--- src/rtl/mul8_err_pkg.sv ---
// Shared types for the mul8 error-statistics stage.
// Optional squared-error path is enabled by MUL8_ERR_SQ_EN.
package mul8_err_pkg;

    localparam int unsigned OP_W   = 8;
    localparam int unsigned PROD_W = 16;
    localparam int unsigned SQ_W   = 2 * PROD_W;

    // Width of the absolute-error sum for a given counter width.
    function automatic int unsigned sum_w(input int unsigned cnt_w);
        return PROD_W + cnt_w;
    endfunction

    typedef enum logic [1:0] {
        IDLE  = 2'd0,
        RUN   = 2'd1,
        DRAIN = 2'd2,
        DONE  = 2'd3
    } err_state_t;

    typedef struct packed {
        logic [PROD_W-1:0] o;
        logic [PROD_W-1:0] exact;
    } s1_t;

    typedef struct packed {
`ifdef MUL8_ERR_SQ_EN
        logic [SQ_W-1:0]   sq;
`endif
        logic [PROD_W-1:0] abs_err;
        logic              nz;
    } s2_t;

endpackage

--- src/rtl/mul8_err_absdiff.sv ---
// Two-stage registered exact-product and absolute-difference pipe (S1, S2).
// With MUL8_ERR_SQ_EN the squared error is also produced in S2.
module mul8_err_absdiff
    import mul8_err_pkg::*;
(
    input  logic              clk,
    input  logic              rst,
    input  logic              flush,
    input  logic              in_valid,
    input  logic [OP_W-1:0]   in_a,
    input  logic [OP_W-1:0]   in_b,
    input  logic [PROD_W-1:0] in_o,
    output logic              out_valid,
    output s2_t               out_data,
    output logic              pipe_busy_c
);

    logic              s1_valid;
    s1_t               s1;
    logic [PROD_W-1:0] abs_err_c;

    always_comb begin
        abs_err_c = (s1.o >= s1.exact) ? (s1.o - s1.exact) : (s1.exact - s1.o);
    end

    assign pipe_busy_c = s1_valid | out_valid;

    // Valid bits: flush discards whatever is in flight, including a same-cycle input.
    always_ff @(posedge clk) begin
        if (rst || flush) begin
            s1_valid  <= 1'b0;
            out_valid <= 1'b0;
        end else begin
            s1_valid  <= in_valid;
            out_valid <= s1_valid;
        end
    end

    always_ff @(posedge clk) begin
        if (rst) begin
            s1       <= '0;
            out_data <= '0;
        end else begin
            if (in_valid) begin
                s1.o     <= in_o;
                s1.exact <= PROD_W'(in_a) * PROD_W'(in_b);
            end
            if (s1_valid) begin
                out_data.abs_err <= abs_err_c;
                out_data.nz      <= (abs_err_c != '0);
`ifdef MUL8_ERR_SQ_EN
                out_data.sq      <= SQ_W'(abs_err_c) * SQ_W'(abs_err_c);
`endif
            end
        end
    end

endmodule

--- src/rtl/mul8_err_stats.sv ---
// Error statistics (count, sum, max of |O - A*B|) over a window of samples.
// Define MUL8_ERR_SQ_EN to add the sum-of-squared-error output.
module mul8_err_stats
    import mul8_err_pkg::*;
#(
    parameter int unsigned CNT_W       = 16,
    parameter int unsigned NUM_SAMPLES = 65535
) (
    input  logic                      clk,
    input  logic                      rst,
    input  logic                      start,
    input  logic                      in_valid,
    output logic                      in_ready,
    input  logic [OP_W-1:0]           in_a,
    input  logic [OP_W-1:0]           in_b,
    input  logic [PROD_W-1:0]         in_o,
    output logic                      busy,
    output logic                      done,
    output logic [CNT_W-1:0]          sample_cnt,
    output logic [CNT_W-1:0]          err_cnt,
    output logic [sum_w(CNT_W)-1:0]   sum_abs_err,
    output logic [PROD_W-1:0]         max_abs_err
`ifdef MUL8_ERR_SQ_EN
    ,
    output logic [SQ_W+CNT_W-1:0]     sum_sq_err
`endif
);

    localparam int unsigned      SUM_W = sum_w(CNT_W);
    localparam logic [CNT_W-1:0] LAST  = CNT_W'(NUM_SAMPLES - 1);

    err_state_t       state;
    logic [CNT_W-1:0] acc_cnt;
    logic             accept_c;
    logic             s2_valid;
    s2_t              s2;
    logic             pipe_busy_c;

    assign accept_c = in_valid & in_ready;

    mul8_err_absdiff u_absdiff (
        .clk         (clk),
        .rst         (rst),
        .flush       (start),
        .in_valid    (accept_c),
        .in_a        (in_a),
        .in_b        (in_b),
        .in_o        (in_o),
        .out_valid   (s2_valid),
        .out_data    (s2),
        .pipe_busy_c (pipe_busy_c)
    );

    // Window control; start from any state restarts with a clean window.
    always_ff @(posedge clk) begin
        if (rst) begin
            state    <= IDLE;
            in_ready <= 1'b0;
            busy     <= 1'b0;
            done     <= 1'b0;
            acc_cnt  <= '0;
        end else if (start) begin
            state    <= RUN;
            in_ready <= 1'b1;
            busy     <= 1'b1;
            done     <= 1'b0;
            acc_cnt  <= '0;
        end else begin
            case (state)
                RUN: begin
                    if (accept_c) begin
                        acc_cnt <= acc_cnt + CNT_W'(1);
                        if (acc_cnt == LAST) begin
                            state    <= DRAIN;
                            in_ready <= 1'b0;
                        end
                    end
                end
                DRAIN: begin
                    if (!pipe_busy_c) begin
                        state <= DONE;
                        busy  <= 1'b0;
                        done  <= 1'b1;
                    end
                end
                default: begin
                end
            endcase
        end
    end

    // Accumulators; a restart clears them and suppresses the same-edge update.
    always_ff @(posedge clk) begin
        if (rst || start) begin
            sample_cnt  <= '0;
            err_cnt     <= '0;
            sum_abs_err <= '0;
            max_abs_err <= '0;
`ifdef MUL8_ERR_SQ_EN
            sum_sq_err  <= '0;
`endif
        end else if (s2_valid) begin
            sample_cnt  <= sample_cnt + CNT_W'(1);
            err_cnt     <= err_cnt + CNT_W'(s2.nz);
            sum_abs_err <= sum_abs_err + SUM_W'(s2.abs_err);
            if (s2.abs_err > max_abs_err) begin
                max_abs_err <= s2.abs_err;
            end
`ifdef MUL8_ERR_SQ_EN
            sum_sq_err  <= sum_sq_err + (SQ_W + CNT_W)'(s2.sq);
`endif
        end
    end

endmodule

--- config.mk ---
export PLATFORM = sky130hd
export DESIGN_NAME = mul8_err_stats
export DESIGN_NICKNAME = d
export VERILOG_FILES = /design/src/rtl/mul8_err_pkg.sv /design/src/rtl/mul8_err_absdiff.sv /design/src/rtl/mul8_err_stats.sv
export SDC_FILE = /design/constraint.sdc
export NUM_CORES = 1
export LEC_CHECK = 0
export BUFFER_PORTS_ARGS = -buffer_cell sky130_fd_sc_hd__buf_2
export CAP_MARGIN = 20
export CORE_ASPECT_RATIO = 1.2
export CORE_MARGIN = 10
export CORE_UTILIZATION = 25
export DETAILED_ROUTE_END_ITERATION = 8
export GPL_TIMING_DRIVEN = 0
export SLEW_MARGIN = 20
export SYNTH_ARGS = -nofsm -noshare
export SYNTH_HDL_FRONTEND = slang
export SYNTH_SLANG_ARGS = --single-unit
export TNS_END_PERCENT = 5
--- constraint.sdc ---
create_clock -name clk -period 6.5 [get_ports clk]
set_input_delay 1.3 -clock clk [delete_from_list [all_inputs] [get_ports clk]]
set_output_delay 1.3 -clock clk [all_outputs]
set_load 0.03 [all_outputs]
==> results of run 1 <==
-- routing by layer --
metal / routed length, um / share of wire [%] / vias to the layer above / GRT usage [%]
li1: - / - / 4591 / -
met1: 13000 / 46 / 4307 / 13.4
met2: 13700 / 49 / 183 / 19.1
met3: 1000 / 3.6 / 24 / 1.92
met4: 380 / 1.4 / 0 / 3.03
met5: 0 / 0 / - / 0
-- worst max-delay path, stage by stage --
cell and delay [ns]:
buf_2 0.15, and2_1 0.19, fa_1 0.46, fa_1 0.54, inv_1 0.05, fa_1 0.46, fa_1 0.54, inv_1 0.04
ha_1 0.32, o21ai_1 0.11, a21boi_0 0.14, o21ai_0 0.18, nand2b_1 0.11, a21oi_1 0.22, o21ai_1 0.13, o41ai_1 0.31
xnor2_1 0.14, a211oi_1 0.22
-- stage by stage --
stage | utilization, % | cells | power [uW]
2_1_floorplan | - | 1282 | 1960
3_3_place_gp | 28.3 | 1945 | 2220
3_5_place_dp | 28.3 | 1945 | 2220
4_1_cts | 29.9 | 1977 | 3340
5_1_grt | 29.9 | 1977 | 3530
6_report | 29.9 | 1977 | 3310
-- Yosys cell counts, types with 8 or more instances --
master and n:
inv_1 120, xnor2_1 40, dfxtp_1 152, a211oi_1 17, nand4_1 17, and3_1 12, ha_1 104, mux2i_1 25
xor2_1 40, nor2b_1 10, nor3_1 28, or3_1 17, o21ai_0 48, a21o_1 15, nand2b_1 9, nand3_1 30
nor2_1 167, and2_1 54, fa_1 39, nand2_1 114, a21oi_1 94, o21a_1 10, o21bai_1 8, clkbuf_1 36
-- path summary, 6_finish.rpt --
kind / startpoint / endpoint / slack [ns]
setup / recovery: in_a[1] / u_absdiff.s1[15]$_SDFFE_PP0P_ / 1.21
hold / removal: u_absdiff.s1[11]$_SDFFE_PP0P_ / u_absdiff.s1[11]$_SDFFE_PP0P_ / 0.47
hold reg to reg: u_absdiff.s1[11]$_SDFFE_PP0P_ / u_absdiff.s1[11]$_SDFFE_PP0P_ / 0.47
setup reg to reg: u_absdiff.s1[16]$_SDFFE_PP0P_ / u_absdiff.out_data[0]$_SDFFE_PP0P_ / 2.96
-- power by group through the flow --
stage / sequential, uW / clock [uW] / combinational (uW)
final: 978 / 1100 / 1230
after floorplan: 994 / 0 / 969
after detailed placement: 999 / 0 / 1230
after global placement: 998 / 0 / 1220
after CTS: 978 / 1130 / 1240
after global routing: 982 / 1160 / 1390
-- area by class of cell --
cell class	count	area, sq um	area share, %
clock inverter	14	216	1.74
clock buffer	18	439	3.53
multi-input combinational	966	6850	55.0
inverter	120	450	3.62
tap	546	683	5.49
timing repair buffer	117	586	4.71
sequential	152	3040	24.5
buffer	44	178	1.43
-- logic make-up after synthesis --
logic type | after synthesis | share of synthesized area [%]
xor+xnor | 80 | 6.66
simple gates | 476 | 21.4
fa+ha+maj | 143 | 19.8
mux | 26 | 2.49
buf+inv | 164 | 5.97
flops | 152 | 28.9
compound gates | 241 | 14.7
-- flip-flops by register name (all words and copies together) (netlist names) --
name                 cells
done                     1
acc_cnt                 16
busy                     1
sum_abs_err             32
u_absdiff.out_valid      1
max_abs_err             16
state                    2
sample_cnt              16
u_absdiff.out_data      17
u_absdiff.s1_valid       1
in_ready                 1
err_cnt                 16
u_absdiff.s1            32
==> out/metrics.cfg, run 1 <==
[routing]
drc = 0
dr.pass1.iters = 7
wl_um = 28100
ant_nets = 0
vias = 9105
via_per_inst = 4.61
avgRoutedWirePerCell_um = 14.2
initialDrtViolationCount = 450

[global_routing]
grt_usage_pct = 10.9
grt_pass1_wl_um = 46300
grt_max_degree = 17
antenna_found_initial = 0
grt.overflow.total = 0
grt_pass1_vias = 9156

[final_layout]
mostFrequentLayoutCell = nor2_1
area_delta_synth_final_pct = 18.3
antenna_cells = 0
final_cell_mix = nor2_1, dfxtp_1, buf_2
nFillCells = 4538
num-nets-final = 1597
final_layout_size_suffix_gt1_share_pct = 12.0
stdcell_area_sq_mm = 0.0124

[floorplanning]
pin_count = 119
coreArea_sq_mm = 0.0417
die_w_um = 207
start_util_pct = 25.2
rows = 82
fp.dieArea_sq_mm = 0.0507
die_h_um = 245

[critical_path]
arrival_ns = 5.62
worstPathRequired_ns = 6.84
worst_setup_path_end_kind = register
critPathKind = in -> reg
path_max_fanout = 8
cp-start-kind = input pin
reg2regPathDepth = 14

[placement]
io_buffers = 117
gp_congestion = 0.899
dpl-instance-area_sq_mm = 0.0118
dpl_worst_slack_ns = 0.768
dpl.hpwl_um = 22700

[synth]
syn_nets = 1461
synth.distinct_cells = 68
yosysWarnings = 0
ys_seq_area_share_pct = 28.9
synth_seq_cells = 152
synthArstFlopShare_pct = 0
synthTopCellsByArea = dfxtp_1, ha_1, fa_1
ys.flop_type = dfxtp_1
synth_cells = 1282
synth_area_per_cell_sq_um = 8.20
synth-edff-count = 0
yosys.area.top_type = dfxtp_1
synth_top_area_share_pct = 28.9
netlist_area_sq_mm = 0.0105

[timing]
setup_tns_ns = 0
fin_hold_ws_ns = 0.470
slew_viol_final = 0
hold_viol = 0
period_needed_ns = 5.29
fin_ws_ns = 1.21
tightest_slew_ns = 0.842
max_slew_margin_pct = 42.4
max_freq_ghz = 0.189
period_share_pct = 81.3
final.setup_skew_ns = 0.00813
finalSetupViolCount = 0
grt_setup_unrepaired = no

[min_path]
hold_path_class = reg -> reg
hold_path_depth = 2

[power_and_ir_drop]
p_sw_uw = 1140
ir_drop_mv = 0.166
switching_share_pct = 34.3
p_leak_uw = 0.00525
power_frac_clock_pct = 33.3
seq_power_share_pct = 29.5
pwr_density_cell_mw_per_mm2 = 266
p_comb_share_pct = 37.2
intPower_uw = 2180

[flow_run]
cap_violations = 0

[clock_tree]
cts_resized = 0
cts_tree = built
cts.path.max_buffers = 2
htree_levels = 4
ctsRootBufferMaster = clkbuf_16
numCtsBuffers = 17
post-cts-setup-buffer-count = 0
cts.sinks = 152
clk_pin_slew_worst_paths_ns = 0.06
worstSkewPairLatency_ns = 0.42
cts_hold_buf = 0

[run_status]
outcome = finished, final reports clean

(Power assumes the default switching activity.)
==> inputs of run 2 (changes only) <==
Clock period 6.5 ns to 4.9 ns, I/O delays scaled along.
==> out/metrics.cfg, run 2 (same netlist as run 1, synthesis figures left out) <==
[final_layout]
nFillCells = 4497  ; was 4,538
largestRegisters = sum_abs_err x32, u_absdiff.s1 x32, u_absdiff.out_data x17  ; unchanged
stdcell_area_sq_mm = 0.0124  ; about the same
area_delta_synth_final_pct = 18.3  ; about the same
mostFrequentLayoutCell = nor2_1  ; unchanged
final_cell_mix = nor2_1, dfxtp_1, inv_1  ; was nor2_1, dfxtp_1, buf_2
antenna_cells = 0  ; unchanged
num-nets-final = 1599  ; was 1,597
final_layout_size_suffix_gt1_share_pct = 12.7  ; was 12.0%

[critical_path]
path_max_fanout = 8  ; unchanged
arrival_ns = 4.99  ; was 5.62 ns
critPathKind = in -> reg  ; unchanged
worst_setup_path_end_kind = register  ; unchanged
cp-start-kind = input pin  ; unchanged
worstPathRequired_ns = 5.18  ; was 6.84 ns

[power_and_ir_drop]
total_power_uw = 4270  ; was 3310 uW
p_leak_uw = 0.00522  ; was 0.00525 uW
p_sw_uw = 1500  ; was 1140 uW
p_comb_share_pct = 40.0  ; was 37.2%
ir_drop_mv = 0.226  ; was 0.166 mV
pwr_density_cell_mw_per_mm2 = 343  ; was 266 mW/mm^2
switching_share_pct = 35.2  ; was 34.3%
seq_power_share_pct = 30.4  ; was 29.5%
intPower_uw = 2760  ; was 2180 uW
power_frac_clock_pct = 29.6  ; was 33.3%

[global_routing]
antenna_found_initial = 0  ; unchanged
grt_max_degree = 17  ; unchanged
grt.overflow.total = 0  ; unchanged
grt_pass1_wl_um = 46300  ; about the same
grt_usage_pct = 10.9  ; about the same
grt_pass1_vias = 9035  ; was 9,156

[floorplanning]
start_util_pct = 25.2  ; unchanged
coreArea_sq_mm = 0.0417  ; unchanged
die_w_um = 207  ; unchanged
fp.dieArea_sq_mm = 0.0507  ; unchanged
die_h_um = 245  ; unchanged
pin_count = 119  ; unchanged
rows = 82  ; unchanged

[timing]
fin_ws_ns = 0.192  ; was 1.21 ns
hold_viol = 0  ; unchanged
period_needed_ns = 4.71
tightest_slew_ns = 0.988  ; was 0.842 ns
max_slew_margin_pct = 32.4  ; was 42.4%
max_freq_ghz = 0.212
period_share_pct = 96.1
final.setup_skew_ns = 0.00915  ; was 0.00813 ns
slew_viol_final = 0  ; unchanged
finalSetupViolCount = 0  ; unchanged

[placement]
dpl_worst_slack_ns = -0.452  ; was 0.768 ns
io_buffers = 117  ; unchanged
dpl-instance-area_sq_mm = 0.0118  ; about the same
gp_congestion = 0.902  ; was 0.899
dpl.hpwl_um = 22700  ; about the same

[routing]
initialDrtViolationCount = 482  ; was 450
drc = 0  ; unchanged
via_per_inst = 4.65  ; was 4.61
ant_nets = 0  ; unchanged
wl_um = 28200  ; was 28,100 um
dr.pass1.iters = 7  ; unchanged
vias = 9193  ; was 9,105
avgRoutedWirePerCell_um = 14.3  ; was 14.2 um

[run_status]
outcome = finished, final reports clean  ; unchanged

[clock_tree]
cts_tree = built  ; unchanged
clk_pin_slew_worst_paths_ns = 0.06  ; about the same
worstSkewPairLatency_ns = 0.42  ; about the same
ctsRootBufferMaster = clkbuf_16  ; unchanged
cts_hold_buf = 0  ; unchanged
cts.path.max_buffers = 2  ; unchanged
numCtsBuffers = 17  ; unchanged
cts.sinks = 152  ; unchanged
htree_levels = 4  ; unchanged

[min_path]
hold_path_class = reg -> reg  ; unchanged

[flow_run]
cap_violations = 0  ; unchanged

## run 2: cell types whose count changed in the layout (fill, tap and decap cells not counted), sizes merged
cell and change:
inv -4, clkinvlp +1, bufinv -3, clkinv +1, clkbuf +5, buf -2
## run 2: layer usage
metal / global-route usage (%) / wire length [um] / up-vias / share of wire [%]
met1: 13.6 / 13100 / 4376 / 46
met5: 0 / 0 / - / 0
met2: 18.8 / 13500 / 209 / 48
li1: - / - / 4583 / -
met3: 1.93 / 1170 / 25 / 4.1
met4: 3.40 / 473 / 0 / 1.7
## run 2: path summary, 6_finish.rpt
kind	slack [ns]	cells after the start	endpoint	startpoint
max reg2reg	1.27	12	sum_abs_err[28]$_SDFFE_PP0P_	u_absdiff.out_data[1]$_SDFFE_PP0P_
max	0.19	18	u_absdiff.s1[15]$_SDFFE_PP0P_	in_a[1]
min reg2reg	0.47	2	u_absdiff.s1[6]$_SDFFE_PP0P_	u_absdiff.s1[6]$_SDFFE_PP0P_
min	0.47	2	u_absdiff.s1[6]$_SDFFE_PP0P_	u_absdiff.s1[6]$_SDFFE_PP0P_
## run 2: area by class of cell
cell class	instances	area [sq um]	area share [%]
Multi-Input combinational cell	966	6920	55.6
Sequential cell	152	3040	24.5
Inverter	120	450	3.62
Clock inverter	9	104	0.835
Tap cell	546	683	5.49
Timing Repair Buffer	119	611	4.91
Clock buffer	19	453	3.64
Buffer	44	178	1.43
## run 2: power groups by stage
stage	registers, uW	clock network (uW)	logic, uW
after floorplan	1320	0	1290
after global placement	1320	0	1620
after detailed placement	1330	0	1630
after CTS	1300	1290	1650
after global routing	1300	1340	1910
final	1300	1260	1710
## run 2: through the flow
stage               hold slack, ns  instances  util [%]  TNS, ns
floorplan                    0.440       1282         -        0
global placement             0.457       1945      28.3    -1.30
detailed placement           0.467       1945      28.3    -1.57
CTS                          0.476       1973      29.7        0
global route                 0.491       1975      29.9  -0.0322
finish                       0.473       1975      29.9        0
## run 2: worst max-delay path, cell delays in order
cell	delay, ns
clkbuf_4	0.15
and2_1	0.18
fa_1	0.45
fa_1	0.55
inv_1	0.05
fa_1	0.46
fa_1	0.54
inv_1	0.06
ha_4	0.25
o21ai_2	0.06
a21boi_1	0.10
o21ai_1	0.16
nand2b_1	0.11
a21oi_2	0.18
o21ai_2	0.09
o41ai_2	0.36
xnor2_1	0.16
a211oi_1	0.08
## run 2: what timing repair did
item | in CTS | in global routing
setup buffers | 0 | 2
resized for setup | 1 | 16
endpoints found under the setup margin | 1 | 3
pin swaps | 0 | 8
